[config.mk]
export PLATFORM = sky130hd
export DESIGN_NAME = sa_skew_feeder
export DESIGN_NICKNAME = d
export VERILOG_FILES = /design/src/rtl/sa_skew_feeder.sv
export SDC_FILE = /design/constraint.sdc
export NUM_CORES = 1
export LEC_CHECK = 0
export CAP_MARGIN = 20
export CORE_ASPECT_RATIO = 1.1
export CORE_MARGIN = 1.5
export CORE_UTILIZATION = 35
export DETAILED_ROUTE_END_ITERATION = 8
export PLACE_DENSITY = 0.58
export SYNTH_ARGS = -nofsm -noshare
export SYNTH_HDL_FRONTEND = slang
export SYNTH_SLANG_ARGS = --single-unit
[constraint.sdc]
create_clock -name clk -period 5.9 [get_ports clk]
set_clock_uncertainty 0.2 [all_clocks]
set_input_delay 1.18 -clock clk [delete_from_list [all_inputs] [get_ports clk]]
set_output_delay 1.18 -clock clk [all_outputs]
set_load 0.02 [all_outputs]
[src/rtl/sa_skew_feeder.sv]
// rtl/sa_skew_feeder.sv - skewed operand feeder for the N x N output-stationary systolic array
// Buffers one K-deep A/B operand set, then replays it diagonally skewed with the array enable.
module sa_skew_feeder #(
  parameter int WIDTH = 8,
  parameter int N     = 2,
  parameter int K     = 2
) (
  input  logic                      clk,
  input  logic                      rst_n,
  input  logic                      in_valid,
  output logic                      in_ready,
  input  logic [N-1:0][WIDTH-1:0]   a_col,
  input  logic [N-1:0][WIDTH-1:0]   b_row,
  output logic                      sa_en,
  output logic [N-1:0][WIDTH-1:0]   a_out,
  output logic [N-1:0][WIDTH-1:0]   b_out,
  output logic                      busy,
  output logic                      done
);

  localparam int S  = K + 2 * N - 2;
  localparam int KW = (K > 1) ? $clog2(K) : 1;
  localparam int SW = (S > 1) ? $clog2(S) : 1;

  typedef enum logic [1:0] {
    ST_LOAD   = 2'd0,
    ST_STREAM = 2'd1,
    ST_DONE   = 2'd2
  } state_t;

  state_t                          state, nxt_state;
  logic [KW-1:0]                   k_cnt, nxt_k;
  logic [SW-1:0]                   s_cnt, nxt_s;
  logic [K-1:0][N-1:0][WIDTH-1:0]  a_buf, b_buf, a_buf_n, b_buf_n;
  logic [N-1:0][WIDTH-1:0]         a_nxt, b_nxt;
  int                              d;

  always_comb begin
    nxt_state = state;
    nxt_k     = k_cnt;
    nxt_s     = s_cnt;
    a_buf_n   = a_buf;
    b_buf_n   = b_buf;
    case (state)
      ST_LOAD: begin
        if (in_valid) begin
          a_buf_n[k_cnt] = a_col;
          b_buf_n[k_cnt] = b_row;
          if (k_cnt == KW'(K - 1)) begin
            nxt_k     = '0;
            nxt_s     = '0;
            nxt_state = ST_STREAM;
          end else begin
            nxt_k = k_cnt + KW'(1);
          end
        end
      end
      ST_STREAM: begin
        if (s_cnt == SW'(S - 1)) begin
          nxt_s     = '0;
          nxt_state = ST_DONE;
        end else begin
          nxt_s = s_cnt + SW'(1);
        end
      end
      ST_DONE: nxt_state = ST_LOAD;
      default: nxt_state = ST_LOAD;
    endcase
  end

  // Outputs are precomputed for the coming cycle; the buffer view includes a beat written this edge.
  always_comb begin
    a_nxt = '0;
    b_nxt = '0;
    d     = 0;
    if (nxt_state == ST_STREAM) begin
      for (int i = 0; i < N; i++) begin
        d = int'(nxt_s) - i;
        if (d >= 0 && d < K) begin
          a_nxt[i] = a_buf_n[d[KW-1:0]][i];
          b_nxt[i] = b_buf_n[d[KW-1:0]][i];
        end
      end
    end
  end

  always_ff @(posedge clk or negedge rst_n) begin
    if (!rst_n) begin
      state    <= ST_LOAD;
      k_cnt    <= '0;
      s_cnt    <= '0;
      in_ready <= 1'b1;
      sa_en    <= 1'b0;
      a_out    <= '0;
      b_out    <= '0;
      busy     <= 1'b0;
      done     <= 1'b0;
    end else begin
      state    <= nxt_state;
      k_cnt    <= nxt_k;
      s_cnt    <= nxt_s;
      in_ready <= (nxt_state == ST_LOAD);
      sa_en    <= (nxt_state == ST_STREAM);
      a_out    <= a_nxt;
      b_out    <= b_nxt;
      busy     <= (nxt_state != ST_LOAD);
      done     <= (nxt_state == ST_DONE);
    end
  end

  // Operand storage needs no reset: it is always fully rewritten before being streamed.
  always_ff @(posedge clk) begin
    a_buf <= a_buf_n;
    b_buf <= b_buf_n;
  end

endmodule

# Word-level counts from Yosys, hierarchy flattened
# Index checks and enable logic that the tools add are counted.
[totals] register_bits=105 ramBits=0 memories=0 output_inout_bits=36 latchBits=0 mem_bits_ro=0
[classes] muxes=31 add_sub_neg=3 div=0 reduce_logical=7 order_cmp=8 n_shift=0 n_mul=0 eq_ne=4 bitwise_logic=0
[op_table] op="2-to-1 mux 32 bit" n=4
[op_table] op="2-to-1 mux 16 bit" n=7
[op_table] op="bitwise mux 32 bit" n=2
[op_table] op="2-to-1 mux 8 bit" n=8
[op_table] op="demux 16 bit (select 1 bit)" n=1
[op_table] op="2-to-1 mux 2 bit" n=6
[op_table] op="one-hot mux 2 bit (2 select lines)" n=2
[op_table] op="< comparator 1 x 2 -> 1 bit, second input constant" n=3
[op_table] op="== test 2 x 1 -> 1 bit, second input constant" n=2
[op_table] op="== test 2 bit, second input constant" n=2
[op_table] op="logical NOT 2 bit" n=2
[op_table] op=">= comparator 3 x 1 -> 1 bit, second input constant" n=1
[op_table] op="logical AND 1 bit" n=3
[op_table] op="< comparator 3 bit, second input constant" n=1
[op_table] op="subtractor 2 x 1 -> 3 bit, second input constant" n=1
[op_table] op="adder 2 x 1 -> 2 bit, second input constant" n=1
[op_table] op=">= comparator 2 x 1 -> 1 bit, second input constant" n=1
[op_table] op="< comparator 2 bit, second input constant" n=1
[op_table] op="AND reduction 2 bit" n=1
[op_table] op="nonzero test 2 bit" n=1
[op_table] op="adder 1 bit, second input constant" n=1
[op_table] op=">= comparator 1 bit, second input constant" n=1
[op_table] op="2-to-1 mux 1 bit" n=1

# Longest topological paths before layout
[depth] depth_word=11 ltp_mapped=6 depth_no_buf=5

# Worst setup path before layout
# Ideal clock, no wire load.
[synth_timing] path_kind="input port to flip-flop" from="input in_valid" to="register b_out[11] in the netlist's numbering" slack_ns=3.359 arrival_ns=2.213 setup_ns=0.127 cell_stages=5 cell_sequence="or3b_4 nor2_8 buf_4 mux2i_1 o21ai_1"
[synth_rtl] element="start: declaration" line="10" rtl="input logic in_valid,"
[synth_rtl] element="end signal: assignment" line="105" rtl="b_out <= b_nxt;"
[synth_rtl] element="end: declaration" line="16" rtl="output logic [N-1:0][WIDTH-1:0] b_out,"

==> flow_summary.ini <==
[critical_path]
r2r_slack_ns = 3.47
reg2reg_depth = 5
startpoint_type = primary input
critPathKind = primary input to flip-flop
r2r-start = s_cnt[0]
end_kind = flip-flop
arrival_ns = 3.29
rr_endpoint = b_out[4]
cp.required_ns = 5.92
crit_fanout = 32

[global_routing]
grt-ovfl-total = 0
grt_pass1_wl_mm = 11.6
grt_antenna_before_repair = 0
grtUsageTotal_pct = 13.2
grt_pass1_vias = 2349
grt_max_degree = 42

[timing]
rsz0062_at_grt = no
maxSlewHeadroom_pct = 47.7
setup_violations = 0
min_period_over_period_pct = 55.5
slew_violations = 0
tightestPinTransition_ns = 0.784
fmax_mhz = 305
final.setup.tns_ns = 0
period_needed_ns = 3.28
final-hold-violation-count = 0

[clock_network]
cts_sinks = 105
clock-root-buffer = clkbuf_16
cts_setup_buffers = 0
clkLatencyLatePin_ns = 0.33
cts_tree = built
cts_hold_buf = 0
cts_buffers = 9
h-tree-depth = 3
clockBufferDepth = 2
post_cts_resized = 0
clkSlewWorstSetupHoldPaths_ns = 0.07

[worst_hold_path]
min_from = a_buf[0]
holdPathEnd = a_buf[0]
hold_depth = 2
holdCritPathClass = flip-flop to flip-flop

[job]
drv_cap = 0

[detailed_routing]
drc = 0
drtPass1Iterations = 3
detail-route-antenna-nets = 0
wl_mm = 7.26
wl_per_cell_um = 13.9
vias_per_cell = 4.46
vias = 2326
drt_iter0_drc = 92

[floorplanning]
rows = 39
die_area_um2 = 11600
fp.dieW_um = 103
core_um2 = 10500
io_pins = 71
start_util_pct = 36.3
fp.dieH_um = 113

[placed_design]
place_area_um2 = 4610
io_buffers = 70
dpl.hpwl_mm = 4.48
place_congestion = 0.693
placedCellCount = 504

[synth]
postSynthCellCount = 304
yosysSeqAreaShare_pct = 60.3
synth-seq-cells = 105
synthArstFlopShare_pct = 39.0
syn-cell-area_um2 = 3830
synth_edf_count = 0
syn_avg_cell_area_um2 = 12.6
ys_warn_count = 0
synth_fp_nets = 340
synth.distinct_cells = 34
synth-main-ff-cell = dfxtp_1

[power]
p_per_area_nw_per_um2 = 601
peakVddDrop_v = 0.000262
power_mw = 3.00
leakage_nw = 2.15

[final_layout]
diodes = 0
drive_gt1_share_pct = 14.8
area_growth_pct = 30.2
fin_cells = 522
num-nets-final = 410
final_area_um2 = 4980

[outcome]
status = complete, no violations
[sequential cells by signal, summed over array words and instances (netlist names)]
name and count:
done 1, sa_en 1, b_out 16, a_out 16, s_cnt 2, in_ready 1
k_cnt 1, b_buf 32, a_buf 32, busy 1, state 2
[Yosys cell counts, types with 2 or more instances]
library cell / number / area (um^2)
mux2_1: 3 / 33.8
clkbuf_1: 4 / 15.0
buf_6: 2 / 22.5
a21oi_1: 2 / 10.0
buf_8: 2 / 30.0
mux2_2: 13 / 146
inv_1: 33 / 124
mux2i_1: 32 / 320
buf_4: 3 / 22.5
a211oi_1: 16 / 120
nand2_1: 2 / 7.51
mux2_4: 16 / 240
dfxtp_1: 64 / 1280
buf_2: 3 / 15.0
nor2_1: 17 / 63.8
and2_1: 3 / 18.8
nand2b_1: 17 / 106
dfrtp_1: 40 / 1000
o21ai_1: 17 / 85.1
[layout make-up]
type / instances / area [um^2]
clock buffer: 11 / 264
clock inverter: 5 / 61.3
fill: 1010 / 5560
inverter: 34 / 128
multi-input combinational: 151 / 1290
sequential: 105 / 2310
tap: 143 / 179
timing repair buffer: 73 / 751
[placed cells by master (no fill, tap or decap), types with 2 or more instances in the layout]
cell type,netlist,layout
clkbuf_16,0,10
mux2_1,3,3
inv_1,33,33
nor2_1,17,17
o21ai_1,17,17
mux2_4,16,16
dfxtp_1,64,64
clkinvlp_4,0,3
and2_1,3,3
a21oi_1,2,2
clkdlybuf4s50_1,0,69
mux2i_1,32,32
a211oi_1,16,16
mux2_2,13,13
nand2_1,2,2
nand2b_1,17,17
dfrtp_1,40,40
[per-stage QoR]
step | hold slack [ns] | utilization (%) | setup WS, ns
after floorplan | 0.225 | - | 3.36
after global placement | 0.235 | 43.8 | 2.24
after detailed placement | 0.242 | 43.8 | 2.19
after CTS | 0.259 | 46.8 | 2.55
after global routing | 0.278 | 47.3 | 2.49
final | 0.253 | 47.3 | 2.62
[power breakdown]
group          switching [mW]  internal (mW)
Combinational           0.616          0.564
Clock                   0.264          0.367
Sequential              0.113           1.07
Total                   0.993           2.00
[worst max path at each step]
| stage | slack (ns) | cells past startpoint | from | endpoint |
|---|---|---|---|---|
| 3_3_place_gp | 2.24 | 5 | in_valid | a_out[13] |
| 2_1_floorplan | 3.36 | 5 | in_valid | b_out[11] |
| 5_1_grt | 2.49 | 5 | in_valid | b_out[4] |
| 6_report | 2.62 | 5 | in_valid | b_out[4] |
| 3_5_place_dp | 2.19 | 5 | in_valid | b_out[4] |
| 4_1_cts | 2.55 | 5 | in_valid | b_out[4] |
[metal layers]
metal / track usage (%) / share of wire [%] / up-vias
li1: - / - / 1147
met1: 17.7 / 50 / 1117
met2: 19.9 / 44 / 55
met3: 4.73 / 5.8 / 7
met4: 4.11 / 0.96 / 0
met5: 0 / 0 / -
[logic make-up (layout without fill, tap and decap cells)]
group | after synthesis | after routing | share of synthesized area [%]
flops | 105 | 105 | 60.3
mux | 64 | 64 | 19.4
simple gates | 48 | 48 | 7.52
buf+inv | 48 | 123 | 6.08
compound gates | 37 | 37 | 6.18
fa+ha+maj | 1 | 1 | 0.327
xor+xnor | 1 | 1 | 0.229
[critical path, cell delays in order]
cell and delay [ns]:
clkdlybuf4s50_1 0.52, or3b_4 0.44, nor2_8 0.61, mux2i_1 0.20
a211oi_1 0.32
No activity file was read; power rests on OpenSTA's default activity.
==> patch 1: new RTL, same settings <==
Make the reset (`rst_n`) synchronous in one clocked block.
--- a/src/rtl/sa_skew_feeder.sv
+++ b/src/rtl/sa_skew_feeder.sv
@@ -84,7 +84,7 @@
     end
   end
 
-  always_ff @(posedge clk or negedge rst_n) begin
+  always_ff @(posedge clk) begin
     if (!rst_n) begin
       state    <= ST_LOAD;
       k_cnt    <= '0;
Check against the original RTL: differs if rst_n is asserted again (counterexample within 4 cycles, from zero or initial values and one cycle with rst_n low); with rst_n held inactive, the same outputs for 10 cycles.
==> patch 1 against the original RTL <==
Sequential cell count unchanged; synthesized area shrank 6.5%; register-to-register slack worse by 0.43 ns; core utilization down 0.92 points; routed wire length shrank 5.5%; worst setup slack lost 0.34 ns; final area decreased by 8.0%; global-route usage up 0.095 points; critical path type unchanged.
Power is not compared: it rests on default switching activity, and its combinational part moved more than twofold at a synthesized area within 25%.
==> patch 1: results (changes against the original RTL) <==
[detailed_routing]
wl_met2_mm = 2.84  ; was 3.16 mm
routed.top_layer = met4  ; unchanged
viasPerCell = 4.69  ; was 4.46
dr_wl_met3_um = 400  ; was 419 um
post_drt_wl_per_cell_um = 14.0  ; was 13.9 um
met1_length_mm = 3.52  ; was 3.61 mm
dr.pass1.iters = 4  ; was 3
dr.first_iter.drc_count = 77  ; was 92

[final_layout]
n_fill_cell = 948  ; was 1010
layout.nets = 401  ; was 410
diodes = 0  ; unchanged
top_regs = a_buf: 32 flops, b_buf: 32 flops  ; unchanged
final_common_cell = dfxtp_1  ; was clkdlybuf4s50_1
drive_above_1_share = 0.227  ; was 0.148

[global_route]
met3_usage = 0.0340  ; was 0.0473
grt_pass1_vias = 2287  ; was 2349
grt_max_degree = 34  ; was 42
grt_pass1_wl_mm = 11.2  ; was 11.6 mm
use_met2 = 0.195  ; was 0.199
grt_use_met1 = 0.184  ; was 0.177
track_usage = 0.133  ; was 0.132

[critical_path]
crit_fanout = 21  ; was 32
slowest_delay_ns = 0.83  ; was 0.61 ns
cp.arrival_ns = 3.69  ; was 3.29 ns
reg2reg_slack_ns = 3.04  ; was 3.47 ns
critPathSlowestCell = o211a_1  ; was nor2_8

[yosys]
synth_ff_type = dfxtp_1  ; unchanged
synthTopCellsByArea = dfxtp_1 (59%), mux2_2 (19%), mux2i_1 (4.5%), nand2_1 (3.6%), o22ai_1 (2.6%)  ; was dfxtp_1 (33%), dfrtp_1 (26%), mux2i_1 (8.4%), mux2_4 (6.3%), mux2_2 (3.8%)
synth_commonest_cells = dfxtp_1 (105), mux2_2 (59), nand2_1 (34)  ; was dfxtp_1 (64), dfrtp_1 (40), inv_1 (33)
ys_seq_area_frac = 0.587  ; was 0.603
async_flop_share = 0  ; was 0.390
ys_types = 30  ; was 34
synth_warnings = 0  ; unchanged
syn_nets = 332  ; was 340

[placed_design]
place_hpwl_mm = 4.48  ; about the same
post-place-ws_ns = 1.80  ; was 2.19 ns
place.gp.congestion = 0.755  ; was 0.693
io_buffers = 70  ; unchanged

[min_path]
min_path_type = reg2reg  ; unchanged

[clocking]
clock_latency_ns = 0.36  ; was 0.33 ns
htreeDepth = 3  ; unchanged
path_clk_slew_ns = 0.11  ; was 0.07 ns
cts-root-buf = clkbuf_8  ; was clkbuf_16

[power_and_ir_drop]
p_leak_uw = 0.00178
peakVddDrop_mv = 0.130

[timing]
worst_pin_slew_ns = 1.01  ; was 0.784 ns

[run_status]
status = finished clean  ; unchanged

==> patch 1: report_power, final <==
| part | internal [uW] | switching, uW |
|---|---|---|
| logic | 154 | 116 |
| registers | 830 | 28.2 |
| clock network | 170 | 246 |
==> patch 1: path summary, 6_finish.rpt <==
path,startpoint,endpoint,cells past startpoint
setup / recovery,in_valid,a_out[10]$_SDFF_PN0_,5
hold / removal,b_buf[17]$_DFF_P_,b_buf[17]$_DFF_P_,1
setup reg to reg,state[1]$_SDFF_PN0_,a_out[10]$_SDFF_PN0_,4
hold reg to reg,b_buf[17]$_DFF_P_,b_buf[17]$_DFF_P_,1
==> patch 1: layout make-up <==
type | count | area share
Sequential cell | 105 | 0.458
Clock inverter | 6 | 0.0104
Multi-Input combinational cell | 171 | 0.304
Clock buffer | 10 | 0.0300
Inverter | 3 | 0.00246
Tap cell | 120 | 0.0327
Timing Repair Buffer | 75 | 0.162
==> patch 1: cells by family after synthesis <==
family,Yosys count,synth area share
flops,105,0.587
mux,80,0.246
simple gates,66,0.0898
compound gates,24,0.0451
buf+inv,20,0.0283
fa+ha+maj,1,0.00349
==> patch 1: critical path, delay by kind of cell <==
| kind | cells | cell delay (ns) |
|---|---|---|
| and+or+nand+nor | 1 | 0.61 |
| AOI/OAI and AO/OA | 3 | 1.36 |
| buffers and inverters | 1 | 0.54 |
==> patch 1: through the flow <==
step           std cells  hold WS [ns]  cell area (sq um)
3_3_place_gp         473         0.240               4390
6_report             490         0.268               4590
4_1_cts              489         0.272               4570
5_1_grt              490         0.294               4590
3_5_place_dp         473         0.248               4390
2_1_floorplan        296         0.232               3580
==> patch 2: new RTL, config.mk and constraints unchanged <==
Made on the original files. The parameter `N` goes from 2 to 4.
--- a/src/rtl/sa_skew_feeder.sv
+++ b/src/rtl/sa_skew_feeder.sv
@@ -2,7 +2,7 @@
 // Buffers one K-deep A/B operand set, then replays it diagonally skewed with the array enable.
 module sa_skew_feeder #(
   parameter int WIDTH = 8,
-  parameter int N     = 2,
+  parameter int N     = 4,
   parameter int K     = 2
 ) (
   input  logic                      clk,
Interface: changed (resized a_col, a_out, b_out and b_row); port bits go from 71 to 135. The function was not compared with the original's and may differ.
==> patch 2 against the original RTL <==
Final area is 97% higher; clock power is 120% higher; sequential power rose by 82%; core utilization barely moved; synthesized area rose by 95%; combinational power up 120%; total power grew 110%; register-to-register slack lost 1.1 ns; routed wire length increased by 130%; sequential cell count up 97; worst setup slack worse by 0.61 ns; die area is 91% higher; largest power group is now combinational cells; highest routed layer unchanged.
==> patch 2: results (changes against the original RTL) <==
[run_status]
status = finished clean  ; unchanged

[detailed_routing]
met1_length_mm = 7.27  ; was 3.61 mm
dr.first_iter.drc_count = 101  ; was 92
dr.pass1.iters = 4  ; was 3
post_drt_wl_per_cell_um = 16.3  ; was 13.9 um
dr_wl_met3_um = 943  ; was 419 um
wl_met2_mm = 8.04  ; was 3.16 mm

[clocking]
clock_latency_ns = 0.49  ; was 0.33 ns
cts_buffer_depth = 3  ; was 2
htreeDepth = 1  ; was 3
cts_made_buffers = 22  ; was 9

[yosys]
synth_top_area_share = 0.344  ; was 0.335
ys_types = 38  ; was 34
async_flop_share = 0.366  ; was 0.390
synthTopCellsByArea = dfxtp_1 (34%), dfrtp_1 (25%), mux2_2 (19%), nand2_1 (3.9%), mux2i_1 (3.9%)  ; was dfxtp_1 (33%), dfrtp_1 (26%), mux2i_1 (8.4%), mux2_4 (6.3%), mux2_2 (3.8%)
ys_seq_area_frac = 0.593  ; was 0.603
synthXorXnorAreaFrac = 0.00235  ; was 0.00229
synth_commonest_cells = dfxtp_1 (128), mux2_2 (128), nand2_1 (78)  ; was dfxtp_1 (64), dfrtp_1 (40), inv_1 (33)
synth_fa_ha_area_frac = 0.0134  ; was 0.00327

[power_and_ir_drop]
p_leak_uw = 0.00407  ; was 0.00215 uW
power_uw = 6150  ; was 3000 uW
p_switching_uw = 2150  ; was 993 uW
power_frac_seq = 0.349  ; was 0.396

[global_route]
track_usage = 0.150  ; was 0.132
use_met2 = 0.262  ; was 0.199
grt_pass1_vias = 5032  ; was 2349
grt_use_met1 = 0.187  ; was 0.177
grt_max_degree = 75  ; was 42
met3_usage = 0.0387  ; was 0.0473

[final_layout]
top_regs = a_buf: 64 flops, b_buf: 64 flops  ; was a_buf: 32 flops, b_buf: 32 flops
drive_above_1_share = 0.280  ; was 0.148

[critical_path]
reg2reg_depth = 7  ; was 5
r2r-end = b_out[11]$_DFF_PN0_  ; was b_out[4]$_DFF_PN0_
crit_fanout = 31  ; was 32
cp.arrival_ns = 4.08  ; was 3.29 ns

[placed_design]
place.gp.congestion = 0.688  ; was 0.693
post_dp_cell_area_sq_mm = 0.00901  ; was 0.00461 sq mm
io_buffers = 134  ; was 70

[timing]
holdWs_ns = 0.271  ; was 0.253 ns
worst_pin_slew_ns = 1.02  ; was 0.784 ns

[min_path]
holdPathEnd = a_buf[42]$_DFF_P_  ; was a_buf[0]$_DFF_P_
hold_path.startpoint = a_buf[42]$_DFF_P_  ; was a_buf[0]$_DFF_P_

patch 2: cell types whose count changed in the layout (fill, tap and decap cells not counted), moves of 10 or more:
cell             unedited run  this run
a211oi_1                   16         1
a21oi_1                     2        36
clkbuf_16                  10        23
clkdlybuf4s50_1            69       133
dfrtp_1                    40        73
dfxtp_1                    64       128
inv_1                      33         5
mux2_2                     13       128
mux2_4                     16         0
nand2_1                     2        78
nand2b_1                   17         0
nor2_1                     17         3
nor3_2                      0        10
o21ai_1                    17         0
patch 2: how the worst max path moves through the flow:
stage / from / end / slack [ns] / cells past startpoint
2_1_floorplan: in_valid / a_out[16]$_DFF_PN0_ / 2.61 / 10
3_3_place_gp: in_valid / a_out[31]$_DFF_PN0_ / 1.56 / 8
3_5_place_dp: in_valid / b_out[26]$_DFF_PN0_ / 1.50 / 8
4_1_cts: in_valid / b_out[8]$_DFF_PN0_ / 2.00 / 8
5_1_grt: in_valid / b_out[26]$_DFF_PN0_ / 1.82 / 8
6_report: in_valid / b_out[26]$_DFF_PN0_ / 2.02 / 8
patch 2: per-stage QoR:
| step | utilization | cells |
|---|---|---|
| after floorplan | - | 578 |
| after global placement | 0.435 | 969 |
| after detailed placement | 0.435 | 969 |
| after CTS | 0.471 | 1009 |
| after global routing | 0.473 | 1011 |
| final | 0.473 | 1011 |
patch 2: final cells by class:
class	instances	area [sq um]	area share
sequential	202	4420	0.451
multi-input combinational	337	2840	0.289
timing repair buffer	141	1410	0.144
clock buffer	35	681	0.0694
tap	285	357	0.0364
clock inverter	5	77.6	0.00792
inverter	6	22.5	0.00230
patch 2: critical path, stage by stage:
cell and delay [ns]:
clkdlybuf4s50_1 0.58, and4bb_2 0.25, buf_4 0.39, nor2_1 0.21, ha_1 0.39, a21o_1 0.22
or3_1 0.60, a21oi_1 0.24
